### src/rtl/shift_seq_ctrl.sv
// Phase sequencer for the 4-digit shift-register display: rotate, shift-in-0, shift-in-1.
// Optional feature: define SHIFT_SEQ_LOOP_EN to wrap FILL1 back to ROT instead of returning to IDLE.
module shift_seq_ctrl #(
    parameter int unsigned TICK_DIV = 50_000_000,
    parameter int unsigned STEPS    = 4,
    parameter int unsigned CNT_W    = 26
) (
    input  logic       clk,
    input  logic       rst,
    input  logic       start,
    input  logic       stop,
    input  logic       pause,
    output logic       shift_en,
    output logic       direction,
    output logic       mode1,
    output logic       mode2,
    output logic       mode3,
    output logic       busy,
    output logic [1:0] phase,
    output logic [2:0] step_cnt,
    output logic       done
);

    typedef enum logic [1:0] {
        ST_IDLE  = 2'd0,
        ST_ROT   = 2'd1,
        ST_FILL0 = 2'd2,
        ST_FILL1 = 2'd3
    } state_t;

    localparam logic [CNT_W-1:0] CNT_LAST  = CNT_W'(TICK_DIV - 1);
    localparam logic [2:0]       STEP_LAST = 3'(STEPS - 1);

    state_t           state_r;
    state_t           state_nxt_s;
    logic [CNT_W-1:0] cnt_r;
    logic [CNT_W-1:0] cnt_nxt_s;
    logic [2:0]       step_r;
    logic [2:0]       step_nxt_s;
    logic             dir_r;
    logic             dir_nxt_s;
    logic             done_r;
    logic             done_nxt_s;
    logic             busy_s;
    logic             tick_s;

    // Next-state, counter and hand-off logic; stop outranks start and any pending phase advance.
    always_comb begin
        state_nxt_s = state_r;
        cnt_nxt_s   = cnt_r;
        step_nxt_s  = step_r;
        dir_nxt_s   = dir_r;
        done_nxt_s  = 1'b0;
        busy_s      = (state_r != ST_IDLE);
        tick_s      = busy_s & ~pause & (cnt_r == CNT_LAST);

        if (stop) begin
            state_nxt_s = ST_IDLE;
            cnt_nxt_s   = '0;
            step_nxt_s  = 3'd0;
            dir_nxt_s   = 1'b0;
        end else if (!busy_s) begin
            cnt_nxt_s  = '0;
            step_nxt_s = 3'd0;
            dir_nxt_s  = 1'b0;
            if (start) begin
                state_nxt_s = ST_ROT;
            end else begin
                state_nxt_s = ST_IDLE;
            end
        end else if (tick_s) begin
            cnt_nxt_s = '0;
            if (step_r == STEP_LAST) begin
                step_nxt_s = 3'd0;
                dir_nxt_s  = ~dir_r;
                case (state_r)
                    ST_ROT:   state_nxt_s = ST_FILL0;
                    ST_FILL0: state_nxt_s = ST_FILL1;
                    ST_FILL1: begin
                        // Each program pass starts rotating leftwards again.
                        done_nxt_s = 1'b1;
                        dir_nxt_s  = 1'b0;
`ifdef SHIFT_SEQ_LOOP_EN
                        state_nxt_s = ST_ROT;
`else
                        state_nxt_s = ST_IDLE;
`endif
                    end
                    default:  state_nxt_s = ST_IDLE;
                endcase
            end else begin
                step_nxt_s = step_r + 3'd1;
            end
        end else if (pause) begin
            cnt_nxt_s = cnt_r;
        end else begin
            cnt_nxt_s = cnt_r + CNT_W'(1);
        end
    end

    // State and counter registers with synchronous reset.
    always_ff @(posedge clk) begin
        if (rst) begin
            state_r <= ST_IDLE;
            cnt_r   <= '0;
            step_r  <= 3'd0;
            dir_r   <= 1'b0;
            done_r  <= 1'b0;
        end else begin
            state_r <= state_nxt_s;
            cnt_r   <= cnt_nxt_s;
            step_r  <= step_nxt_s;
            dir_r   <= dir_nxt_s;
            done_r  <= done_nxt_s;
        end
    end

    // pause is the only input allowed to reach an output combinationally (via shift_en).
    assign shift_en  = tick_s;
    assign busy      = busy_s;
    assign phase     = state_r;
    assign mode1     = (state_r == ST_ROT);
    assign mode2     = (state_r == ST_FILL0);
    assign mode3     = (state_r == ST_FILL1);
    assign direction = dir_r;
    assign step_cnt  = step_r;
    assign done      = done_r;

endmodule

### config.mk
export PLATFORM = sky130hd
export DESIGN_NAME = shift_seq_ctrl
export DESIGN_NICKNAME = d
export VERILOG_FILES = /design/src/rtl/shift_seq_ctrl.sv
export SDC_FILE = /design/constraint.sdc
export NUM_CORES = 1
export LEC_CHECK = 0
export CAP_MARGIN = 20
export CORE_UTILIZATION = 45
export CTS_CLUSTER_DIAMETER = 40
export DETAILED_ROUTE_END_ITERATION = 12
export PLACE_DENSITY = 0.67
export REMOVE_ABC_BUFFERS = 1
export SYNTH_ARGS = -nofsm -noshare
export SYNTH_HDL_FRONTEND = slang
export SYNTH_SLANG_ARGS = --single-unit
### constraint.sdc
create_clock -name clk -period 2.24 [get_ports clk]
set_clock_uncertainty 0.05 [all_clocks]
set_input_delay 0.224 -clock clk [delete_from_list [all_inputs] [get_ports clk]]
set_output_delay 0.224 -clock clk [all_outputs]
set_load 0.05 [all_outputs]
==> impl_metrics.env, run 1 <==
export IMPL_drtIter0Drc=80
export IMPL_worst_endpoint_arrival_ns=2.51
export IMPL_multi_input_combinational_cell_area_um2=1060
export IMPL_setup_viol=27
export IMPL_timing_max_cap_violations=0
export IMPL_tightestPinTransition_ns=0.551
export IMPL_rsz0062_at_grt="true"
export IMPL_post_route_cell_area_um2=2270
export IMPL_num_fill_cells=319
export IMPL_worstSetupEndpointType="flip-flop"
export IMPL_floorplan_io_pins=17
export IMPL_timing_critical_path_max_delay_family="simple AND/OR/NAND/NOR gates"
export IMPL_critical_path_most_common_cell="or4_4"
export IMPL_numCtsBuffers=5
export IMPL_post_route_min_period_ns=2.34
export IMPL_clock_sinks=33
export IMPL_dp_hpwl_um=3130
export IMPL_flow_area_growth_from_synthesis_pct=30.2
export IMPL_synth_yosys_seq_area_share=0.378
export IMPL_core_um2=3690
export IMPL_critical_path_cell_chain="inv_2 -> ha_4 -> or3_4 -> or4_4 -> buf_6 -> or4_4 -> a21oi_2"
export IMPL_avgViaCountPerCell=5.72
export IMPL_power_leakage_nw=0.751
export IMPL_gpl_final_weighted_congestion=0.875
export IMPL_routedWlPerCell_um=14.5
export IMPL_design_final_nets=257
export IMPL_std_cell_rows=22
export IMPL_first_pass_iters=4
export IMPL_first_global_vias=1605
export IMPL_holdCritPathClass="reg2reg"
export IMPL_failed_checks="setup timing"
export IMPL_buffer_ports_inserted=16
export IMPL_timing_final_crit_share=1.05
export IMPL_final_setup_worst_slack_ns=-0.103
export IMPL_syn_avg_cell_area_um2=8.43
export IMPL_layout_cells_most_common_list="31 x dfxtp_1, 25 x buf_4, 16 x nor2_1, 16 x a21oi_1"
export IMPL_die_h_um=64.3
export IMPL_layout_drive_gt1_share=0.215
export IMPL_ys_warnings_count=0
export IMPL_die_area_um2=4130
export IMPL_status="finished with violations"
export IMPL_mostFrequentLayoutCell="dfxtp_1"
export IMPL_cts_path_max_buffers=2
export IMPL_criticalPathCategory="reg2reg"
export IMPL_remaining_drc_errors=0
export IMPL_synthesized_flop_and_latch_total=33
export IMPL_max_vdd_ir_drop_mv=0.266
export IMPL_global_route_usage_total=0.233
export IMPL_antenna_left=0
export IMPL_combined_buffer_and_inverter_count_along_the_critical_path=2
export IMPL_globalRoute_totalOverflow=0
export IMPL_die_width_um=64.3
export IMPL_placement_setup_worst_slack_ns=-0.0274
export IMPL_yosysUniqueCellTypes=38
export IMPL_achievable_freq_ghz=0.427
export IMPL_start_util=0.473
export IMPL_maxSlewHeadroom=0.630
export IMPL_hold_viol_final=0
export IMPL_critical_path_required_time_ns=2.41
export IMPL_maximum_number_of_pins_on_one_net_before_global_route_repair=26
export IMPL_worst_setup_hold_path_clk_slew_ns=0.07
export IMPL_netlist_instances=207
export IMPL_maxSlewViolCount=0
export IMPL_tritoncts="built"
export IMPL_max_stage_delay_cell_worst_path="or4_4"
export IMPL_syn_area_um2=1750
export IMPL_skew_pair_late_insertion_delay_ns=0.28
export IMPL_vias=1687
export IMPL_powerDensity_nw_per_um2=479
export IMPL_slowest_delay_ns=0.56
export IMPL_routed_wl_um=4270
export IMPL_layout_area_seq_um2=663
export IMPL_diodes=0
export IMPL_worstPathMaxFanout=3
export IMPL_placedInstanceArea_um2=2120
export IMPL_first_pass_grt_wire_length_um=7420
export IMPL_worst_setup_path_start_kind="flip-flop"
export IMPL_clock_tree_htree_level_count=2
export IMPL_antenna_found_initial=0
export IMPL_clk_root_buffer_cell="clkbuf_8"
[repair_timing]
item                                    CTS  global route
endpoints found under the setup margin    2            27
pin swaps                                 5             3
hold buffers                              0             0
buffers inserted                          3             1
cloned                                    0             0
gates resized for setup                  11             4
[per-stage QoR]
stage	cells	util	setup TNS [ns]	hold slack (ns)	power (mW)
3_5_place_dp	284	0.574	-0.0274	0.390	0.670
2_1_floorplan	197	-	-16.21	0.319	0.639
3_3_place_gp	284	0.574	0	0.387	0.668
4_1_cts	295	0.613	-2.24	0.397	1.10
5_1_grt	295	0.616	-3.28	0.446	1.14
6_report	295	0.616	-1.30	0.396	1.09
[metal layers]
metal  track usage  share of wire
met2         0.378           0.48
met5             0              0
met3        0.0536          0.051
met4        0.0750         0.0070
met1         0.303           0.46
[cell type report]
type,count,share of cell area
Timing Repair Buffer,42,0.167
Inverter,7,0.0116
Multi-Input combinational cell,157,0.467
Clock buffer,6,0.0319
Tap cell,48,0.0264
Clock inverter,2,0.00441
Sequential cell,33,0.292
[registers in the layout, indices dropped and copies added, names as in the netlist]
| register | cells |
|---|---|
| cnt_r | 26 |
| step_cnt | 3 |
| phase | 2 |
| direction | 1 |
| done | 1 |
[cell usage after synthesis]
library cell,n,area [um2]
nand4b_1,1,8.76
nand4_1,10,62.6
or4_2,1,8.76
nor4_1,2,12.5
and3_1,5,31.3
a21oi_1,18,90.1
a211oi_1,1,7.51
clkbuf_1,6,22.5
and3_2,1,7.51
nor4b_1,2,17.5
or3_1,3,18.8
nor2b_1,2,12.5
or4_4,2,22.5
a31oi_1,1,6.26
or4b_2,2,20.0
o311a_1,1,10.0
nor3_1,4,20.0
and4_1,4,35.0
and2_1,2,12.5
nand3_1,12,60.1
dfxtp_1,33,661
buf_2,3,15.0
mux2i_1,2,20.0
o21ai_0,6,30.0
or4_1,11,82.6
nand4bb_1,1,11.3
nor2_1,17,63.8
and4b_1,2,20.0
o21ai_2,1,8.76
inv_1,7,26.3
ha_1,6,75.1
xor2_1,6,52.6
o41ai_1,1,8.76
nand2_1,14,52.6
xnor2_1,5,43.8
a31o_2,1,8.76
o31ai_1,10,75.1
buf_1,1,3.75
[logic make-up after synthesis]
group | count (synthesis) | share of synthesized area
buffers and inverters | 17 | 0.0387
adders and majority gates | 6 | 0.0430
and+or+nand+nor | 98 | 0.333
xor gates and xnor gates | 11 | 0.0552
muxes | 2 | 0.0115
DFF | 33 | 0.378
AOI/OAI and AO/OA | 40 | 0.141
[worst paths after layout]
kind	startpoint	end	slack (ns)	cells after the start
setup reg to reg	phase[1]	step_cnt[0]	-0.10	7
hold reg to reg	step_cnt[2]	step_cnt[2]	0.40	2
setup / recovery	phase[1]	step_cnt[0]	-0.10	7
hold / removal	step_cnt[2]	step_cnt[2]	0.40	2
[power by group]
group          internal, mW  switching [mW]  total [mW]
clock network         0.215           0.211       0.426
logic                0.0331          0.0398      0.0730
registers             0.589         0.00148       0.590
total                 0.837           0.253        1.09
[tightest hold or removal path: cells and delay by family, from the launching register on]
kind               cells  cell delay (ns)
DFF                    1             0.32
and+or+nand+nor        1             0.05
AOI/OAI and AO/OA      1             0.03
Note: power is estimated with default switching activity, not from simulation.
==> run 2, diff against run 1 <==
PLACE_DENSITY = 0.68   (was 0.67)
==> run 2 against run 1 <==
  * The flow still finishes with violations (setup timing)
  * Sequential share of layout area hardly changed
  * First-iteration DRC count is 14% higher
  * Utilization is 0.068 points higher
  * Wire length is 4.8% higher
  * Maximum frequency is 1.6% higher
  * Via count is 1.2% higher
  * Power is 1.1% higher
  * Critical endpoint unchanged
  * Highest routed layer unchanged
==> impl_metrics.env, run 2 (same netlist as run 1, synthesis figures left out) <==
export IMPL_clock_tree_htree_level_count=2
export IMPL_post_route_cell_area_um2=2270
export IMPL_route_met3_wl_um=130
export IMPL_setup_viol=2
export IMPL_totalPowerFinal_mw=1.10
export IMPL_first_global_vias=1687
export IMPL_cts_path_max_buffers=2
export IMPL_routed_wl_um=4480
export IMPL_timing_max_cap_violations=0
export IMPL_clk_root_buffer_cell="clkbuf_8"
export IMPL_worst_setup_path_start_kind="flip-flop"
export IMPL_finalNonFillerCells=295
export IMPL_numCtsBuffers=5
export IMPL_maxSlewViolCount=0
export IMPL_placed_cells=284
export IMPL_hold_viol_final=0
export IMPL_status="finished with violations"
export IMPL_mostFrequentLayoutCell="dfxtp_1"
export IMPL_clock_sinks=33
export IMPL_flow_area_growth_from_synthesis_pct=30.3
export IMPL_timing_setup_tns_ns=-0.0911
export IMPL_criticalPathCategory="reg2reg"
export IMPL_highest_signal_layer="met4"
export IMPL_avgViaCountPerCell=5.79
export IMPL_wl_met2_um=2190
export IMPL_power_leakage_nw=0.754
export IMPL_buffer_ports_inserted=16
export IMPL_routedWlPerCell_um=15.2
export IMPL_antenna_found_initial=0
export IMPL_critical_path_cell_chain="inv_2 -> ha_4 -> or3_4 -> or4_4 -> buf_6 -> or4_4 -> a21oi_2"
export IMPL_die_h_um=64.3
export IMPL_core_um2=3690
export IMPL_critical_path_most_common_cell="or4_4"
export IMPL_timing_final_crit_share=1.03
export IMPL_worstPathMaxFanout=4
export IMPL_max_reg_flops=26
export IMPL_placement_setup_worst_slack_ns=-0.0277
export IMPL_layout_cells_most_common_list="30 x dfxtp_1, 25 x buf_4, 17 x a21oi_1, 16 x nor2_1"
export IMPL_die_width_um=64.3
export IMPL_placedInstanceArea_um2=2120
export IMPL_multi_input_combinational_cell_area_um2=1060
export IMPL_postLayoutCoreUtil=0.617
export IMPL_design_final_nets=257
export IMPL_antenna_left=0
export IMPL_rsz0062_at_grt="true"
export IMPL_path_depth=7
export IMPL_start_util=0.473
export IMPL_combined_buffer_and_inverter_count_along_the_critical_path=2
export IMPL_worstSetupEndpointType="flip-flop"
export IMPL_critical_path_required_time_ns=2.41
export IMPL_m1_wire_length_um=2090
export IMPL_tightestPinTransition_ns=0.512
export IMPL_floorplan_io_pins=17
export IMPL_gpl_final_weighted_congestion=0.890
export IMPL_slowest_delay_ns=0.55
export IMPL_first_pass_grt_wire_length_um=7910
export IMPL_remaining_drc_errors=0
export IMPL_fin_worst_hold_slack_ns=0.425
export IMPL_r2r_cells=7
export IMPL_vias=1707
export IMPL_dp_hpwl_um=3200
export IMPL_max_stage_delay_cell_worst_path="or4_4"
export IMPL_maximum_number_of_pins_on_one_net_before_global_route_repair=26
export IMPL_holdCritPathClass="reg2reg"
export IMPL_achievable_freq_ghz=0.434
export IMPL_layout_area_seq_um2=664
export IMPL_layout_drive_gt1_share=0.227
export IMPL_num_fill_cells=339
export IMPL_diodes=0
export IMPL_drtIter0Drc=91
export IMPL_top_register="cnt_r"
export IMPL_final_setup_worst_slack_ns=-0.0658
export IMPL_failed_checks="setup timing"
export IMPL_max_vdd_ir_drop_mv=0.452
export IMPL_hold_path_depth=2
export IMPL_globalRoute_totalOverflow=0
export IMPL_global_route_usage_total=0.246
export IMPL_die_area_um2=4130
export IMPL_skew_pair_late_insertion_delay_ns=0.29
export IMPL_powerDensity_nw_per_um2=484
export IMPL_worst_setup_hold_path_clk_slew_ns=0.07
export IMPL_worst_endpoint_arrival_ns=2.48
export IMPL_tritoncts="built"
export IMPL_first_pass_iters=4
export IMPL_post_route_min_period_ns=2.31
export IMPL_timing_critical_path_max_delay_family="simple AND/OR/NAND/NOR gates"
export IMPL_std_cell_rows=22
export IMPL_maxSlewHeadroom=0.657
==> run 2: cell count changes in the layout (fill, tap and decap cells not counted), sizes merged <==
| cell | before | now |
|---|---|---|
| clkinvlp | 0 | 1 |
| clkbuf | 6 | 5 |
==> run 2: final cells by class <==
class | count | share of cell area
sequential | 33 | 0.292
clock buffer | 5 | 0.0303
timing repair buffer | 42 | 0.167
inverter | 7 | 0.0116
multi-input combinational | 157 | 0.465
clock inverter | 3 | 0.00770
tap | 48 | 0.0264
==> run 2: worst paths after layout <==
path	from	endpoint	slack [ns]
hold / removal	step_cnt[2]	step_cnt[2]	0.42
setup reg to reg	phase[1]	step_cnt[0]	-0.07
setup / recovery	phase[1]	step_cnt[0]	-0.07
hold reg to reg	step_cnt[2]	step_cnt[2]	0.42
==> run 2: worst register-to-register path: cells and delay by family (launching register included) <==
kind	cells	cell delay (ns)
and+or+nand+nor	3	1.36
DFF	1	0.34
buffers and inverters	2	0.20
adders and majority gates	1	0.15
AOI/OAI and AO/OA	1	0.15
==> run 2: timing repair <==
| action | in CTS | in global routing |
|---|---|---|
| pin swaps | 5 | 5 |
| hold buffers | 0 | 0 |
| resized for setup | 10 | 6 |
| setup buffers | 3 | 1 |
| setup endpoints to repair | 2 | 27 |
| cloned | 0 | 0 |
==> run 2: metal layers <==
metal,GRT usage,up-vias
li1,-,855
met1,0.322,816
met2,0.397,30
met3,0.0536,6
met4,0.0833,0
met5,0,-
==> run 2: where the power goes <==
group          internal [mW]  total, mW  switching (mW)  leakage, nW
registers              0.589      0.590         0.00133        0.267
logic                 0.0329     0.0738          0.0409        0.443
clock network          0.214      0.437           0.223       0.0439
total                  0.836       1.10           0.266        0.754
==> run 3, diff against run 2 <==
CORE_UTILIZATION = 51   (was 45)
PLACE_DENSITY = 0.75   (was 0.68)
==> run 3 against run 2 <==
  * The run still ends with setup timing left
  * Register-to-register slack about the same
  * Wire length fell by 1.6%
  * Sequential share of layout area up 0.54 points
  * Utilization is 9.6 points higher
  * Clock power down 23%
  * Design area decreased by 1.3%
  * Largest cell class unchanged
  * Critical path type is now reg2out
  * Count of clock-buffer cells in the layout stayed put
==> impl_metrics.env, run 3 (same netlist as run 1, synthesis figures left out) <==
export IMPL_status="finished with violations"
export IMPL_failed_checks="setup timing"
export IMPL_power_switching_fraction=0.261
export IMPL_pwr_share_seq=0.589
export IMPL_antenna_left=0
export IMPL_layout_cells_most_common_list="29 x dfxtp_1, 28 x buf_4, 18 x a21oi_1, 16 x nor2_1, 14 x nand2_1"
export IMPL_first_pass_iters=4
export IMPL_first_pass_grt_wire_length_um=6910
export IMPL_achievable_freq_ghz=0.425
export IMPL_timing_final_crit_share=1.05
export IMPL_maximum_number_of_pins_on_one_net_before_global_route_repair=26
export IMPL_critical_path_most_common_cell="or4_4"
export IMPL_slowest_delay_ns=0.58
export IMPL_critical_path_cell_chain="or4_4 -> or4_4 -> nor2_4 -> buf_12"
export IMPL_gpl_final_weighted_congestion=0.949
export IMPL_layout_drive_gt1_share=0.225
export IMPL_design_final_nets=259
export IMPL_tritoncts="built"
export IMPL_globalRoute_totalOverflow=0
export IMPL_worst_setup_path_start_kind="flip-flop"
export IMPL_first_global_vias=1571
export IMPL_placement_setup_worst_slack_ns=-0.0403
export IMPL_max_stage_delay_cell_worst_path="or4_4"
export IMPL_dp_hpwl_um=3010
export IMPL_hold_viol_final=0
export IMPL_die_area_um2=3660
export IMPL_avgViaCountPerCell=5.95
export IMPL_diodes=0
export IMPL_die_width_um=60.5
export IMPL_rsz0062_at_grt="true"
export IMPL_combinationalPowerShare=0.075
export IMPL_antenna_found_initial=0
export IMPL_criticalPathCategory="reg2out"
export IMPL_vias=1742
export IMPL_max_reg_flops=26
export IMPL_clk_root_buffer_cell="clkbuf_4"
export IMPL_power_report_internal_total_mw=0.739
export IMPL_gr_usage_met3=0.0554
export IMPL_combined_buffer_and_inverter_count_along_the_critical_path=1
export IMPL_remaining_drc_errors=0
export IMPL_final_setup_worst_slack_ns=-0.116
export IMPL_timing_critical_path_max_delay_family="simple AND/OR/NAND/NOR gates"
export IMPL_global_route_usage_total=0.255
export IMPL_gr_usage_met2=0.419
export IMPL_global_route_usage_met1=0.332
export IMPL_clock_tree_htree_level_count=2
export IMPL_max_vdd_ir_drop_mv=0.334
export IMPL_mostFrequentLayoutCell="dfxtp_1"
export IMPL_worstPathMaxFanout=2
export IMPL_buffer_ports_inserted=16
export IMPL_p_sw_mw=0.261
export IMPL_worst_endpoint_arrival_ns=2.08
export IMPL_top_register="cnt_r"
export IMPL_core_um2=3150
export IMPL_routed_wl_um=4410
export IMPL_tightestPinTransition_ns=0.532
export IMPL_post_route_min_period_ns=2.36
export IMPL_critical_path_required_time_ns=1.97
export IMPL_skew_pair_late_insertion_delay_ns=0.35
export IMPL_num_fill_cells=260
export IMPL_cts_path_max_buffers=2
export IMPL_holdCritPathClass="reg2reg"
export IMPL_setup_viol=2
export IMPL_die_h_um=60.5
export IMPL_maxSlewViolCount=0
export IMPL_cts_hold_fix_buffers=0
export IMPL_std_cell_rows=20
export IMPL_maxSlewHeadroom=0.645
export IMPL_clock_sinks=33
export IMPL_globalRoute_busiestLayer="met2"
export IMPL_numCtsBuffers=5
export IMPL_floorplan_io_pins=17
export IMPL_routedWlPerCell_um=15.0
export IMPL_worstSetupEndpointType="output port"
export IMPL_start_util=0.554
export IMPL_flow_area_growth_from_synthesis_pct=28.7
export IMPL_drtIter0Drc=107
export IMPL_powerDensity_nw_per_um2=445
export IMPL_power_leakage_nw=0.786
export IMPL_postLayoutCoreUtil=0.712
export IMPL_timing_max_cap_violations=0
export IMPL_clock_power_share=0.336
export IMPL_worst_setup_hold_path_clk_slew_ns=0.11
[run 3: per-stage QoR]
stage	power, mW	cells	area (um2)	setup TNS (ns)	hold WS (ns)
detailed placement	0.670	278	2100	-0.0406	0.400
global placement	0.668	278	2100	-0.0202	0.399
global route	1.03	293	2250	-0.414	0.433
finish	1.00	293	2250	-0.176	0.419
CTS	0.998	290	2210	-0.248	0.419
floorplan	0.639	197	1700	-16.21	0.319
[run 3: routing by layer]
metal  part of all wire  up-vias  wire length, um
met2               0.47       50             2060
li1                   -      855                -
met5                  0        -                0
met1               0.46      830             2020
met4              0.015        0               64
met3              0.060        7              263
[run 3: worst register-to-register path, cell delays in order (launching register included)]
cell     delay [ns]
dfxtp_2        0.33
or4_4          0.52
or4_4          0.58
buf_4          0.17
or4_1          0.46
a21oi_1        0.13
[run 3: power by group through the flow]
stage,Combinational [mW],Clock [mW],Sequential [mW]
floorplan,0.0307,0,0.609
global placement,0.0659,0,0.603
detailed placement,0.0672,0,0.603
CTS,0.0725,0.336,0.590
global route,0.0798,0.363,0.589
finish,0.0747,0.336,0.589
[run 3: path summary, 6_finish.rpt]
kind	start	slack, ns	depth (start not counted)	endpoint
max	cnt_r[18]	-0.12	4	shift_en
min	step_cnt[2]	0.42	2	step_cnt[2]
max reg2reg	cnt_r[18]	-0.06	5	step_cnt[0]
min reg2reg	step_cnt[2]	0.42	2	step_cnt[2]
[run 3: final cells by class]
class,instances,area [um2],share of cell area
timing repair buffer,44,395,0.176
clock buffer,5,37.5,0.0167
clock inverter,3,17.5,0.00780
multi-input combinational,157,1050,0.466
inverter,7,26.3,0.0117
sequential,33,668,0.297
tap,44,55.1,0.0245
[run 3: what timing repair did]
item | CTS | global route
setup buffers | 4 | 3
endpoints found under the setup margin | 1 | 28
resized for setup | 9 | 6
pin swaps | 4 | 4
cloned | 0 | 0
